===== config.mk =====
export PLATFORM = sky130hd
export DESIGN_NAME = vga_timing_flat
export DESIGN_NICKNAME = d
export VERILOG_FILES = /design/src/rtl/vga_timing_if.sv /design/src/rtl/vga_timing.sv /design/src/flat_wrapper.sv
export SDC_FILE = /design/constraint.sdc
export NUM_CORES = 1
export LEC_CHECK = 0
export BUFFER_PORTS_ARGS = -buffer_cell sky130_fd_sc_hd__buf_2
export CORE_UTILIZATION = 49
export DETAILED_ROUTE_END_ITERATION = 10
export GPL_TIMING_DRIVEN = 0
export PLACE_DENSITY_LB_ADDON = 0.25
export SYNTH_ARGS = -nofsm -noshare
export SYNTH_HDL_FRONTEND = slang
export SYNTH_SLANG_ARGS = --single-unit

===== constraint.sdc =====
create_clock -name clk -period 2.05 [get_ports clk]
set_clock_uncertainty 0.15 [all_clocks]
set_input_delay 0.1025 -clock clk [delete_from_list [all_inputs] [get_ports clk]]
set_output_delay 0.1025 -clock clk [all_outputs]
set_load 0.1 [all_outputs]

===== src/rtl/vga_timing_if.sv =====
// VGA timing bundle: pixel/line counters plus sync, blank and frame-start flags.
// No latency of its own; it only carries what the timing generator drives.
// No backpressure; the timing stream is free-running.
interface vga_timing_if;
    logic [10:0] hcount;
    logic        hsync;
    logic        hblnk;
    logic [10:0] vcount;
    logic        vsync;
    logic        vblnk;
    logic        frame_start;

    modport master (
        output hcount, hsync, hblnk, vcount, vsync, vblnk, frame_start
    );

    modport slave (
        input  hcount, hsync, hblnk, vcount, vsync, vblnk, frame_start
    );
endinterface


===== src/rtl/vga_timing.sv =====
// Purpose: free-running VGA raster counters with registered sync/blank/frame-start flags.
// Latency: counts and flags change on the same edge, and flags always match the counts beside them.
// Backpressure: none; the generator advances one pixel per clock and never stalls.
module vga_timing #(
    parameter int H_TOT = 1344,
    parameter int H_SS  = 1048,
    parameter int H_SE  = 1184,
    parameter int H_BS  = 1024,
    parameter int V_TOT = 806,
    parameter int V_SS  = 771,
    parameter int V_SE  = 777,
    parameter int V_BS  = 768
) (
    input  logic         clk,
    input  logic         rst,
    vga_timing_if.master vga
);

    localparam logic [10:0] H_LAST  = 11'(H_TOT - 1);
    localparam logic [10:0] V_LAST  = 11'(V_TOT - 1);
    localparam logic [10:0] H_SS_C  = 11'(H_SS);
    localparam logic [10:0] H_SE_C  = 11'(H_SE);
    localparam logic [10:0] H_BS_C  = 11'(H_BS);
    localparam logic [10:0] V_SS_C  = 11'(V_SS);
    localparam logic [10:0] V_SE_C  = 11'(V_SE);
    localparam logic [10:0] V_BS_C  = 11'(V_BS);

    logic [10:0] hcount;
    logic [10:0] vcount;
    logic        hsync;
    logic        hblnk;
    logic        vsync;
    logic        vblnk;
    logic        frame_start;

    logic [10:0] h_nxt;
    logic [10:0] v_nxt;
    logic        h_wrap;
    logic        frame_nxt;

    // Next-state counts; ">=" on the wrap test pulls any out-of-range value back to 0.
    always_comb begin
        h_wrap    = (hcount >= H_LAST);
        h_nxt     = h_wrap ? 11'd0 : 11'(hcount + 11'd1);
        v_nxt     = vcount;
        frame_nxt = 1'b0;
        if (h_wrap) begin
            if (vcount >= V_LAST) begin
                v_nxt     = 11'd0;
                frame_nxt = 1'b1;
            end else begin
                v_nxt = 11'(vcount + 11'd1);
            end
        end
    end

    // Flags are decoded from the next counts so they register alongside them with zero skew.
    always_ff @(posedge clk) begin
        if (rst) begin
            hcount      <= 11'd0;
            vcount      <= 11'd0;
            hsync       <= 1'b0;
            hblnk       <= 1'b0;
            vsync       <= 1'b0;
            vblnk       <= 1'b0;
            frame_start <= 1'b0;
        end else begin
            hcount      <= h_nxt;
            vcount      <= v_nxt;
            hsync       <= (h_nxt >= H_SS_C) && (h_nxt < H_SE_C);
            hblnk       <= (h_nxt >= H_BS_C) && (h_nxt <= H_LAST);
            vsync       <= (v_nxt >= V_SS_C) && (v_nxt < V_SE_C);
            vblnk       <= (v_nxt >= V_BS_C) && (v_nxt <= V_LAST);
            frame_start <= frame_nxt;
        end
    end

    assign vga.hcount      = hcount;
    assign vga.vcount      = vcount;
    assign vga.hsync       = hsync;
    assign vga.hblnk       = hblnk;
    assign vga.vsync       = vsync;
    assign vga.vblnk       = vblnk;
    assign vga.frame_start = frame_start;

endmodule

===== src/flat_wrapper.sv =====
// flat-port wrapper written by rule: the top's interface ports become plain ports
module vga_timing_flat 
#(
    parameter int H_TOT = 1344,
    parameter int H_SS  = 1048,
    parameter int H_SE  = 1184,
    parameter int H_BS  = 1024,
    parameter int V_TOT = 806,
    parameter int V_SS  = 771,
    parameter int V_SE  = 777,
    parameter int V_BS  = 768
)
  (clk, rst, vga_hcount, vga_hsync, vga_hblnk, vga_vcount, vga_vsync, vga_vblnk, vga_frame_start);
  vga_timing_if vga_i ();
  input  logic clk;
  input  logic rst;
  output wire logic [$bits(vga_i.hcount)-1:0] vga_hcount;
  output wire logic [$bits(vga_i.hsync)-1:0] vga_hsync;
  output wire logic [$bits(vga_i.hblnk)-1:0] vga_hblnk;
  output wire logic [$bits(vga_i.vcount)-1:0] vga_vcount;
  output wire logic [$bits(vga_i.vsync)-1:0] vga_vsync;
  output wire logic [$bits(vga_i.vblnk)-1:0] vga_vblnk;
  output wire logic [$bits(vga_i.frame_start)-1:0] vga_frame_start;
  assign vga_hcount = vga_i.hcount;
  assign vga_hsync = vga_i.hsync;
  assign vga_hblnk = vga_i.hblnk;
  assign vga_vcount = vga_i.vcount;
  assign vga_vsync = vga_i.vsync;
  assign vga_vblnk = vga_i.vblnk;
  assign vga_frame_start = vga_i.frame_start;
  vga_timing #(.H_TOT(H_TOT), .H_SS(H_SS), .H_SE(H_SE), .H_BS(H_BS), .V_TOT(V_TOT), .V_SS(V_SS), .V_SE(V_SE), .V_BS(V_BS)) u_core (.clk(clk), .rst(rst), .vga(vga_i));
endmodule

=== Word level (Yosys, flattened, before mapping) ===
Index checks and enable logic that the tools add are counted.

* Order comparisons: 10
* Mux-type cells: 4
* Reductions and logical operators: 5
* Bitwise operators: 1
* Add/sub/neg operators: 2

{| class="wikitable"
|+ Operators by type and width
! cell !! number
|-
| $ge 11x10->1 const B || 3
|-
| $ge 11x11->1 const B || 3
|-
| $mux 11 || 3
|-
| $add 11x1->11 const B || 2
|-
| $le 11x10->1 const B || 1
|-
| $le 11x11->1 const B || 1
|-
| $lt 11x10->1 const B || 1
|-
| $lt 11x11->1 const B || 1
|-
| $logic_and 1x1->1 || 4
|-
| $reduce_or 2->1 || 1
|-
| $mux 1 || 1
|-
| $not 1->1 || 1
|}

* Input bits: 2
* Bits in registers: 27
* Word-level logic and storage cells: 29
* Output and inout port bits: 27

=== Logic depth before layout (Yosys ltp) ===
Gate-level depths: netlist of the first run.

* Word-level depth: 5
* Mapped depth: 9
* Mapped depth without buffers: 9

=== Worst setup path after synthesis of the first run ===
No wires, ideal clock.

* Path kind: reg-to-reg
* Start: register u_core.hcount[0] (netlist: u_core.vga.hcount[0])
* End: register u_core.vblnk (netlist: u_core.vga.vblnk)
* Setup time: 60 ps
* Stages on the path, launching flop included: 9
* Period minus slack after synthesis: 2982 ps
* Arrival: 2772 ps
* Path slack: -932 ps
* Path buffers: 0
* Required time: 1840 ps
* Cells stage by stage: dfxtp_1 ha_1 a21oi_1 o21ai_2 nand2_4 nor3_4 o211ai_2 a2111oi_4 and3_1

* Cells in the longest elaborated chain, start to end: 4
* Elaborated cells on any way between the ends: 5
* Those cells by class: order compare (3); mux (1); reduce/logical (1)

{| class="wikitable"
|+ Ends and longest elaborated chain
! element !! line !! source
|-
| start: declaration || vga_timing.sv:28 || <nowiki>logic [10:0] hcount;</nowiki>
|-
| start signal: assignment || vga_timing.sv:68 || <nowiki>hcount <= h_nxt;</nowiki>
|-
| $ge 11x11->1 * || vga_timing.sv:43 || <nowiki>h_wrap = (hcount >= H_LAST);</nowiki>
|-
| $mux 11 * || vga_timing.sv:47 || <nowiki>if (h_wrap) begin</nowiki>
|-
| $ge 11x10->1 / $le 11x10->1 (equally long branches) || vga_timing.sv:73 || <nowiki>vblnk <= (v_nxt >= V_BS_C) && (v_nxt <= V_LAST);</nowiki>
|-
| $logic_and 1x1->1 * || vga_timing.sv:73 ||
|-
| end signal: assignment || vga_timing.sv:73 ||
|-
| end: declaration || vga_timing.sv:33 || <nowiki>logic vblnk;</nowiki>
|}

Every way passes the cells marked *; elsewhere a longest branch is shown, timed or not.
A chain may end at the register's enable or synchronous reset.

=== Final worst setup path of the first run ===
* Start: register u_core.hcount[1] (netlist: u_core.vga.hcount[1])
* End: register u_core.vsync (netlist: u_core.vga.vsync)

* Cells in the longest elaborated chain, start to end: 4
* Elaborated cells on any way between the ends: 5
* Those cells by class: order compare (3); mux (1); reduce/logical (1)

{| class="wikitable"
|+ Ends and longest elaborated chain
! element !! line !! source
|-
| $ge 11x11->1 * || vga_timing.sv:43 ||
|-
| $mux 11 * || vga_timing.sv:47 ||
|-
| $ge 11x10->1 / $lt 11x10->1 (equally long branches) || vga_timing.sv:72 || <nowiki>vsync <= (v_nxt >= V_SS_C) && (v_nxt < V_SE_C);</nowiki>
|-
| $logic_and 1x1->1 * || vga_timing.sv:72 ||
|-
| end signal: assignment || vga_timing.sv:72 ||
|-
| end: declaration || vga_timing.sv:32 || <nowiki>logic vsync;</nowiki>
|}

Marks and branches as above.

==> run_results.csv, run 1 <==
group,metric,value,unit
status,status,"finished, violations left",
status,violations,"setup timing",
cells_and_area,diodes,0,
worst_setup_path,r2r_start,"u_core.vga.hcount[1]",
worst_setup_path,endpoint_kind,"flip-flop",
clock_tree,clk_pin_slew,0.14,ns
placement,place_inst,239,
placement,dp_hpwl,2.50,mm
worst_setup_path,required,2.19,ns
placement,io_buffers,27,
floorplanning,rows,19,
cells_and_area,stdcell_count,254,
synth,synth_top_area_share,36.3,%
worst_setup_path,crit_type,"reg -> reg",
global_route,grt_pass1_wl,6.33,mm
worst_setup_path,cp_num_buf_inv,0,
clock_tree,root_buffer,"clkbuf_4",
cells_and_area,final_cell_area,2080,um^2
synth,yosysUniqueCellTypes,44,
floorplanning,core,2830,um^2
floorplanning,start_util,52.7,%
timing,relSlewSlack,67.2,%
global_route,grt-ovfl-total,0,
clock_tree,worstSkewPairLatency,0.33,ns
worst_hold_path,min_path_type,"reg -> reg",
worst_setup_path,critPathCapture,"u_core.vga.vsync",
synth,syn_nets,186,
route,firstDrtPassIters,4,
synth,synthFlopType,"dfxtp_1",
job,max-cap-violations,0,
route,dr.first_iter.drc_count,46,
cells_and_area,syn_to_final_growth,39.5,%
worst_setup_path,crit_family,"simple AND/OR/NAND/NOR gates",
global_route,antenna_found_initial,0,
power_and_ir_drop,p_leak,0.000872,uW
synth,postSynth.asyncResetShare,0,%
synth,synth_seq_cells,27,
route,drt.antenna.violating_nets,0,
global_route,grt_max_degree,15,
power_and_ir_drop,ir_worst_vdd,0.372,mV
timing,rsz0062_at_grt,"yes",
cells_and_area,fin_nets,229,
synth,synth_area,1490,um^2
clock_tree,cts_buffers,3,
route,wl_per_cell,15.2,um
route,dr_total_vias,1487,
floorplanning,dieArea,3270,um^2
synth,synth_edf_count,0,
timing,worstMarginPinSlew,0.495,ns
worst_setup_path,r2r-end,"u_core.vga.vsync",
worst_setup_path,arrival,2.26,ns
timing,whs,0.385,ns
floorplanning,die_h,57.1,um
worst_setup_path,ff2ff_setup_slack,-0.07,ns
timing,finalCritPeriodShare,103,%
worst_setup_path,path_max_fanout,6,
global_route,grt_usage,24.8,%
clock_tree,cts_sinks,27,
power_and_ir_drop,p_per_area,408,nW/um^2
worst_setup_path,start_kind,"flip-flop",
worst_setup_path,cpPeakStageDelay,0.39,ns
worst_setup_path,startpoint,"u_core.vga.hcount[1]",
route,drcViolationCount,0,
placement,post_dp_cell_area,1820,um^2
synth,synthCells,181,
clock_tree,clockBufferDepth,2,
route,viasPerCell,5.85,
worst_hold_path,whs_path_depth,2,
timing,setup_viol,3,
worst_setup_path,critPathSlowestCell,"dfxtp_4",
synth,synthTopCellsByArea,"dfxtp_1, nor2_1, xor2_1",
synth,yosysWarnings,0,
timing,finalMaxSlewViolations,0,
floorplanning,pin_count,29,
floorplanning,fp.dieW,57.1,um
timing,fin_crit,2.12,ns
cells_and_area,drive_gt1_share,49.3,%
synth,yosysSeqAreaShare,36.3,%
timing,max_freq,472,MHz
worst_setup_path,path_cells,"ha_4 -> a21oi_4 -> o21ai_4 -> nand2_4 -> nor3_4 -> or3b_4 -> a2111oi_4 -> and3_1",
global_route,first_global_vias,1364,
clock_tree,htreeDepth,1,
synth,synth_area_leader_cell,"dfxtp_1",
placement,gp_congestion,0.861,
timing,fin_ws,-0.0690,ns
worst_setup_path,crit_cells,8,
worst_setup_path,rr_worst_depth,8,
timing,hold_viol,0,
clock_tree,cts_tree,"built",
synth,avgSynthCellArea,8.23,um^2
route,wirelength,3.86,mm
cell families after synthesis:
logic type / count (synthesis) / share of synthesized area (%)
AND/OR/NAND/NOR: 87 / 30.6
flip-flops: 27 / 36.3
XOR/XNOR: 12 / 7.05
AO/OA/AOI/OAI: 39 / 19.6
adder cells (fa/ha/maj): 3 / 2.52
buffers and inverters: 13 / 3.86
registers in the layout (all words and copies together) (netlist names):
register / flops
u_core.vga.hcount: 11
u_core.vga.vcount: 11
u_core.vga.frame_start: 1
u_core.vga.hblnk: 1
u_core.vga.hsync: 1
u_core.vga.vblnk: 1
u_core.vga.vsync: 1
Yosys cell counts (2+ instances only):
master     count
nor2_1        29
dfxtp_1       27
nand2_1       15
a21oi_1       10
nand3_1        9
xor2_1         7
o31ai_1        6
a31oi_1        5
nand4_1        5
nor2b_1        5
nor3_1         5
o21ai_0        5
xnor2_1        5
buf_2          4
clkbuf_1       4
inv_1          4
ha_1           3
or2_2          3
a211oi_1       2
a2bb2oi_1      2
and3_1         2
nor4_1         2
how the worst min path moves through the flow:
| stage | startpoint | to | slack (ns) |
|---|---|---|---|
| CTS | u_core.vga.vcount[9] | u_core.vga.vcount[9] | 0.39 |
| finish | u_core.vga.vcount[9] | u_core.vga.vcount[9] | 0.38 |
| floorplan | rst | u_core.vga.vcount[6] | 0.22 |
| detailed placement | rst | u_core.vga.vcount[0] | 0.28 |
| global placement | rst | u_core.vga.vcount[0] | 0.27 |
| global route | u_core.vga.hcount[0] | u_core.vga.hcount[0] | 0.41 |
placed cells by master, fill, tap and decap left out, types with 2 or more instances in the layout:
| cell | netlist | routed |
|---|---|---|
| a21oi_1 | 10 | 7 |
| a21oi_2 | 0 | 2 |
| a31oi_1 | 5 | 5 |
| and3_1 | 2 | 2 |
| buf_2 | 4 | 28 |
| buf_4 | 1 | 14 |
| buf_6 | 0 | 2 |
| clkbuf_4 | 0 | 3 |
| dfxtp_1 | 27 | 5 |
| dfxtp_2 | 0 | 6 |
| dfxtp_4 | 0 | 16 |
| ha_4 | 0 | 2 |
| inv_1 | 4 | 3 |
| nand2_1 | 15 | 14 |
| nand2_4 | 1 | 2 |
| nand3_1 | 9 | 8 |
| nand4_1 | 5 | 5 |
| nor2_1 | 29 | 25 |
| nor2_2 | 0 | 3 |
| nor2b_1 | 5 | 5 |
| nor3_1 | 5 | 5 |
| nor3_4 | 1 | 2 |
| o21ai_0 | 5 | 4 |
| o21ai_4 | 0 | 2 |
| o31ai_1 | 6 | 3 |
| o31ai_4 | 0 | 2 |
| or2_2 | 3 | 2 |
| xnor2_1 | 5 | 5 |
| xor2_1 | 7 | 7 |
power breakdown:
group / internal [uW] / switching (uW) / total (uW)
sequential: 512 / 8.10 / 520
clock: 76.5 / 160 / 237
combinational: 26.2 / 65.4 / 91.6
per-stage QoR:
step                setup TNS [ns]  utilization, %  power (uW)  setup slack, ns
finish                      -0.160            73.5         848          -0.0690
global route                -0.408            73.5         887           -0.142
CTS                         -0.100            71.2         846          -0.0542
detailed placement          -0.342            64.2         604           -0.189
global placement            -0.274            64.2         602           -0.139
floorplan                   -0.352               -         592           -0.169
layout make-up:
| class | count | area [um^2] |
|---|---|---|
| Multi-Input combinational cell | 141 | 1090 |
| Fill cell | 200 | 751 |
| Sequential cell | 27 | 608 |
| Timing Repair Buffer | 41 | 243 |
| Buffer | 6 | 53.8 |
| Tap cell | 31 | 38.8 |
| Clock buffer | 4 | 26.3 |
| Inverter | 4 | 17.5 |
per-layer routing:
metal | wire length (um) | track usage, %
met4 | 48 | 10.8
met2 | 1840 | 39.2
met3 | 183 | 2.72
met1 | 1790 | 34.3
met5 | 0 | 0
timing repair:
item | CTS | global route
hold buffers | 1 | 0
setup buffers | 11 | 2
endpoints found under the hold margin | 7 | 0
gates resized for setup | 15 | 11
setup endpoints to repair | 4 | 15
pin swaps | 10 | 12
worst register-to-register path, stage by stage (launching register included):
cell and delay [ns]:
dfxtp_4 0.39, ha_4 0.19, a21oi_4 0.16, o21ai_4 0.10, nand2_4 0.10, nor3_4 0.06
or3b_4 0.38, a2111oi_4 0.35, and3_1 0.20
No activity file was read; power rests on OpenSTA's default activity.
==> run 2, diff against run 1 <==
Settings changed: ABC_AREA set to 1.
==> run_results.csv, run 2 <==
group,metric,value,unit
status,status,"complete, no violations",
floorplanning,dieArea,3440,um^2
route,wl_per_cell,11.0,um
floorplanning,rows,20,
synth,synth_compound_area_share,6.36,%
cells_and_area,largestRegisters,"u_core.vga.hcount: 11 flops, u_core.vga.vcount: 11 flops",
route,firstDrtPassIters,4,
job,max-cap-violations,0,
cells_and_area,final_common_cell,"nand2_1",
placement,dp_slack,0.0904,ns
clock_tree,ctsHoldBuffers,0,
clock_tree,htreeDepth,1,
placement,io_buffers,27,
timing,finalMaxSlewViolations,0,
synth,synth_top_area_share,34.4,%
power_and_ir_drop,p_leak,0.000923,uW
worst_setup_path,path_max_fanout,10,
timing,relSlewSlack,66.9,%
synth,synth_edf_count,0,
power_and_ir_drop,ir_worst_vdd,0.376,mV
route,drt.antenna.violating_nets,0,
timing,max_freq,524,MHz
power_and_ir_drop,internal_power,608,uW
floorplanning,core,3050,um^2
clock_tree,worstSkewPairLatency,0.33,ns
placement,post_dp_cell_area,1800,um^2
synth,synthSimpleGateAreaFrac,42.2,%
synth,synth_commonest_cells,"nand2_1, nor2_1, inv_1",
clock_tree,root_buffer,"clkbuf_4",
timing,worstMarginPinSlew,0.497,ns
cells_and_area,fillCellCount,313,
synth,synthCells,234,
cells_and_area,final_cell_mix,"nand2_1, nor2_1, buf_2",
timing,rsz0062_at_grt,"no",
cells_and_area,diodes,0,
synth,postSynth.asyncResetShare,0,%
worst_hold_path,whs_path_depth,2,
clock_tree,cts_sinks,27,
floorplanning,fp.dieW,58.7,um
synth,synth_area_leader_cell,"dfxtp_1",
synth,yosysUniqueCellTypes,32,
worst_setup_path,crit_type,"reg -> reg",
worst_hold_path,min_path_type,"in -> reg",
clock_tree,clockBufferDepth,2,
worst_setup_path,start_kind,"flip-flop",
cells_and_area,syn_to_final_growth,18.5,%
worst_setup_path,path_cells,"ha_1 -> nand2_2 -> nor2_4 -> nand3_4 -> nand3_4 -> buf_8 -> nand3b_1 -> nand2_1 -> nor2_1 -> a21oi_1 -> nor2_1",
worst_setup_path,endpoint_kind,"flip-flop",
timing,fin_ws,0.141,ns
synth,synth_seq_cells,27,
timing,finalCritPeriodShare,93.1,%
cells_and_area,final_cell_area,1860,um^2
clock_tree,cts_tree,"built",
synth,synthTopCellsByArea,"dfxtp_1, nand2_1, nor2_1",
synth,synth_area,1570,um^2
global_route,antenna_found_initial,0,
global_route,grt_max_degree,16,
worst_setup_path,critPathSlowestCell,"dfxtp_4",
timing,fin_setup_tns,0,ns
placement,dp_hpwl,2.55,mm
synth,synth_most_common_cell,"nand2_1",
route,dr_total_vias,1491,
worst_setup_path,rr_worst_depth,11,
worst_setup_path,arrival,2.00,ns
synth,synth_top_family_by_area,"simple AND/OR/NAND/NOR gates",
power_and_ir_drop,p_sw_share,26.3,%
worst_setup_path,required,2.14,ns
placement,gp_congestion,0.829,
synth,syn_nets,239,
timing,setup_viol,0,
clock_tree,clk_pin_slew,0.15,ns
synth,synthFlopType,"dfxtp_1",
timing,fin_crit,1.91,ns
route,drcViolationCount,0,
synth,avgSynthCellArea,6.72,um^2
timing,hold_viol,0,
synth,yosysWarnings,0,
worst_setup_path,cpPeakStageDelay,0.39,ns
synth,synth_fa_ha_area_share,2.39,%
route,wirelength,3.41,mm
floorplanning,pin_count,29,
power_and_ir_drop,p_per_area,442,nW/um^2
synth,synthMuxAreaShare,0,%
floorplanning,die_h,58.7,um
global_route,grt_usage,20.6,%
cells_and_area,drive_gt1_share,30.5,%
power_and_ir_drop,p_switching,217,uW
global_route,first_global_vias,1234,
cells_and_area,fin_nets,272,
route,dr.first_iter.drc_count,55,
global_route,grt_pass1_wl,5.42,mm
global_route,grt-ovfl-total,0,
synth,yosysSeqAreaShare,34.4,%
synth,synth_xor_area_share,4.46,%
route,viasPerCell,4.81,
power_and_ir_drop,seqPwrFrac,64.3,%
power_and_ir_drop,clock_power_share,28.6,%
clock_tree,cts_buffers,3,
power_and_ir_drop,comb_power_share,7.1,%
floorplanning,start_util,51.5,%
## run 2: cell types whose count changed after synthesis, sizes merged, moves of 4 or more
cell    change
nand2      +48
nor3        -4
nor2b       -5
o31ai       -6
inv        +27
clkbuf      -4
nand3      +11
nand4       -4
a31oi       -4
nor2       +19
## run 2: what timing repair did
item,CTS,global route
endpoints found under the setup margin,0,4
hold endpoints to repair,0,0
buffers inserted,0,0
resized for setup,0,7
## run 2: area by class of cell
type / count / area, um^2 / share of cell area (%)
clock buffer: 3 / 22.5 / 1.21
inverter: 32 / 121 / 6.51
tap: 44 / 55.1 / 2.95
sequential: 27 / 581 / 31.1
timing repair buffer: 27 / 135 / 7.25
multi-input combinational: 171 / 905 / 48.5
buffer: 5 / 40.0 / 2.15
clock inverter: 1 / 5.00 / 0.268
## run 2: through the flow
stage / hold WS [ns] / std cells / total power (uW) / utilization, %
after floorplan: 0.260 / 234 / 592 / -
after global placement: 0.273 / 305 / 600 / 59.1
after detailed placement: 0.277 / 305 / 601 / 59.1
after CTS: 0.0250 / 309 / 843 / 60.0
after global routing: 0.0570 / 310 / 855 / 61.1
final: 0.0255 / 310 / 825 / 61.1
## run 2: cell families (layout without fill, tap and decap cells)
group | count (synthesis) | after routing
DFF | 27 | 27
and+or+nand+nor | 142 | 143
xor gates and xnor gates | 8 | 8
AOI/OAI and AO/OA | 17 | 17
buffers and inverters | 37 | 68
adders and majority gates | 3 | 3
## run 2: metal layers
metal  routed length [um]  vias up  GRT usage, %
met1                 1820      650          30.6
met2                 1400       39          29.7
met3                  142        5          1.98
met5                    0        -             0
met4                   52        0          10.2
li1                     -      797             -
## run 2: power groups by stage
| stage | Clock, uW | Sequential (uW) | Combinational (uW) |
|---|---|---|---|
| 6_report | 236 | 530 | 58.4 |
| 5_1_grt | 261 | 531 | 61.9 |
| 4_1_cts | 253 | 531 | 58.6 |
| 3_5_place_dp | 0 | 542 | 58.5 |
| 3_3_place_gp | 0 | 542 | 58.4 |
| 2_1_floorplan | 0 | 577 | 14.1 |
## run 2: final timing paths
| kind | slack, ns | to | start |
|---|---|---|---|
| worst max-delay path | 0.14 | u_core.vga.vblnk | u_core.vga.hcount[0] |
| worst min-delay path | 0.03 | u_core.vga.vcount[3] | rst |
| worst max register to register | 0.14 | u_core.vga.vblnk | u_core.vga.hcount[0] |
| worst min register to register | 0.30 | u_core.vga.hcount[0] | u_core.vga.hcount[0] |
## run 2: worst max-delay path: cells and delay by family (launching register included)
| kind | cells | cell delay [ns] |
|---|---|---|
| and+or+nand+nor | 8 | 0.80 |
| DFF | 1 | 0.39 |
| adders and majority gates | 1 | 0.18 |
| buffers and inverters | 1 | 0.15 |
| AOI/OAI and AO/OA | 1 | 0.14 |
==> run 3, diff against run 2 <==
Settings changed: CORE_UTILIZATION 49 to 55.
Clock period 2.05 ns to 2.5 ns, I/O delays scaled along.
==> run_results.csv, run 3 (synthesis results as in run 2) <==
group,metric,value,unit
cells_and_area,regArea,546,um^2
timing,fin_crit,1.98,ns
power_and_ir_drop,seqPwrFrac,65.2,%
job,max-cap-violations,0,
power_and_ir_drop,ir_worst_vdd,0.451,mV
status,status,"complete, no violations",
timing,finalCritPeriodShare,79.2,%
timing,relSlewSlack,67.8,%
timing,max_freq,505,MHz
power_and_ir_drop,comb_power_share,7.1,%
timing,fin_setup_tns,0,ns
clock_tree,worstSkewPairLatency,0.32,ns
floorplanning,fp.dieW,55.5,um
placement,dp_slack,0.533,ns
route,viasPerCell,4.98,
worst_hold_path,min_path_type,"in -> reg",
power_and_ir_drop,p_leak,0.000892,uW
global_route,grt_pass1_wl,5.55,mm
cells_and_area,final_cell_mix,"nand2_1, nor2_1, buf_2",
power_and_ir_drop,p_per_area,378,nW/um^2
timing,setup_viol,0,
clock_tree,htreeDepth,1,
clock_tree,clockBufferDepth,2,
route,drt.antenna.violating_nets,0,
floorplanning,start_util,57.5,%
worst_setup_path,path_max_fanout,10,
global_route,grt_usage,22.4,%
clock_tree,ctsHoldBuffers,0,
timing,rsz0062_at_grt,"no",
clock_tree,post_cts_buffers,0,
clock_tree,cts_tree,"built",
floorplanning,rows,19,
global_route,grtUsageMet1,28.1,%
global_route,grt_max_degree,15,
route,dr_total_vias,1473,
clock_tree,clk_pin_slew,0.14,ns
cells_and_area,fillCellCount,268,
cells_and_area,final_common_cell,"nand2_1",
cells_and_area,syn_to_final_growth,13.0,%
global_route,grt-ovfl-total,0,
timing,hold_viol,0,
placement,io_buffers,27,
power_and_ir_drop,clock_power_share,27.7,%
clock_tree,root_buffer,"clkbuf_4",
cells_and_area,multi_input_area,871,um^2
floorplanning,core,2730,um^2
power_and_ir_drop,p_sw_share,25.0,%
global_route,grt.busiest_layer,"met2",
worst_setup_path,crit_type,"reg -> reg",
timing,fin_ws,0.521,ns
power_and_ir_drop,internal_power,505,uW
worst_setup_path,endpoint_kind,"flip-flop",
timing,finalMaxSlewViolations,0,
route,firstDrtPassIters,4,
global_route,grtUsageMet2,39.4,%
global_route,first_global_vias,1330,
floorplanning,pin_count,29,
cells_and_area,largestRegisters,"u_core.vga.hcount: 11 flops, u_core.vga.vcount: 11 flops",
worst_setup_path,start_kind,"flip-flop",
cells_and_area,diodes,0,
global_route,antenna_found_initial,0,
route,wirelength,3.15,mm
worst_setup_path,arrival,2.10,ns
cells_and_area,final_util,65.0,%
route,dr.first_iter.drc_count,39,
clock_tree,cts_sinks,27,
clock_tree,cts-resized-gates,0,
clock_tree,cts_buffers,3,
power_and_ir_drop,p_switching,168,uW
floorplanning,die_h,55.5,um
cells_and_area,fin_nets,271,
route,wl_per_cell,10.6,um
placement,gp_congestion,0.833,
cells_and_area,drive_gt1_share,21.5,%
placement,dp_hpwl,2.45,mm
global_route,met3_usage,2.81,%
timing,worstMarginPinSlew,0.486,ns
worst_setup_path,required,2.62,ns
route,drcViolationCount,0,
floorplanning,dieArea,3080,um^2
## run 3: cell type report
class	count	share of cell area, %
multi-input cells	170	49.0
flip-flops and latches	27	30.7
repair buffers	27	7.60
inverters	32	6.83
plain buffers	5	2.25
well taps	31	2.18
clock buffers	4	1.48
## run 3: per-layer routing
| metal | part of all wire (%) | routed length (um) | vias up |
|---|---|---|---|
| li1 | - | - | 791 |
| met1 | 47 | 1480 | 643 |
| met2 | 48 | 1520 | 34 |
| met3 | 3.4 | 107 | 5 |
| met4 | 1.4 | 45 | 0 |
| met5 | 0 | 0 | - |
## run 3: path summary, 6_finish.rpt
path                              from                   end  slack (ns)  cells past startpoint
setup / recovery  u_core.vga.hcount[0]      u_core.vga.vsync        0.52                     12
hold / removal                     rst  u_core.vga.vcount[6]        0.04                      2
setup reg to reg  u_core.vga.hcount[0]      u_core.vga.vsync        0.52                     12
hold reg to reg   u_core.vga.hcount[0]  u_core.vga.hcount[0]        0.30                      1
## run 3: metrics by stage
step / cell area [um^2] / total power [uW] / std cells / hold slack, ns
after floorplan: 1580 / 489 / 234 / 0.283
after global placement: 1750 / 496 / 292 / 0.278
after detailed placement: 1750 / 496 / 292 / 0.284
after CTS: 1780 / 678 / 296 / 0.0419
after global routing: 1780 / 699 / 296 / 0.0602
final: 1780 / 673 / 296 / 0.0408
## run 3: worst max-delay path, stage by stage (launching register included)
cell     delay [ns]
dfxtp_2        0.38
ha_1           0.16
nand2_1        0.11
nor2_2         0.17
nand3_2        0.11
nand3_4        0.17
buf_8          0.16
nand3_2        0.06
nand2_1        0.09
nand2_1        0.07
nor2_1         0.08
nand3_1        0.09
nor2_1         0.12
## run 3: power groups by stage
stage | clock network [uW] | registers (uW) | logic, uW
after floorplan | 0 | 477 | 11.6
after global placement | 0 | 448 | 47.8
after detailed placement | 0 | 448 | 47.9
after CTS | 191 | 439 | 48.0
after global routing | 209 | 440 | 49.9
final | 187 | 439 | 47.5
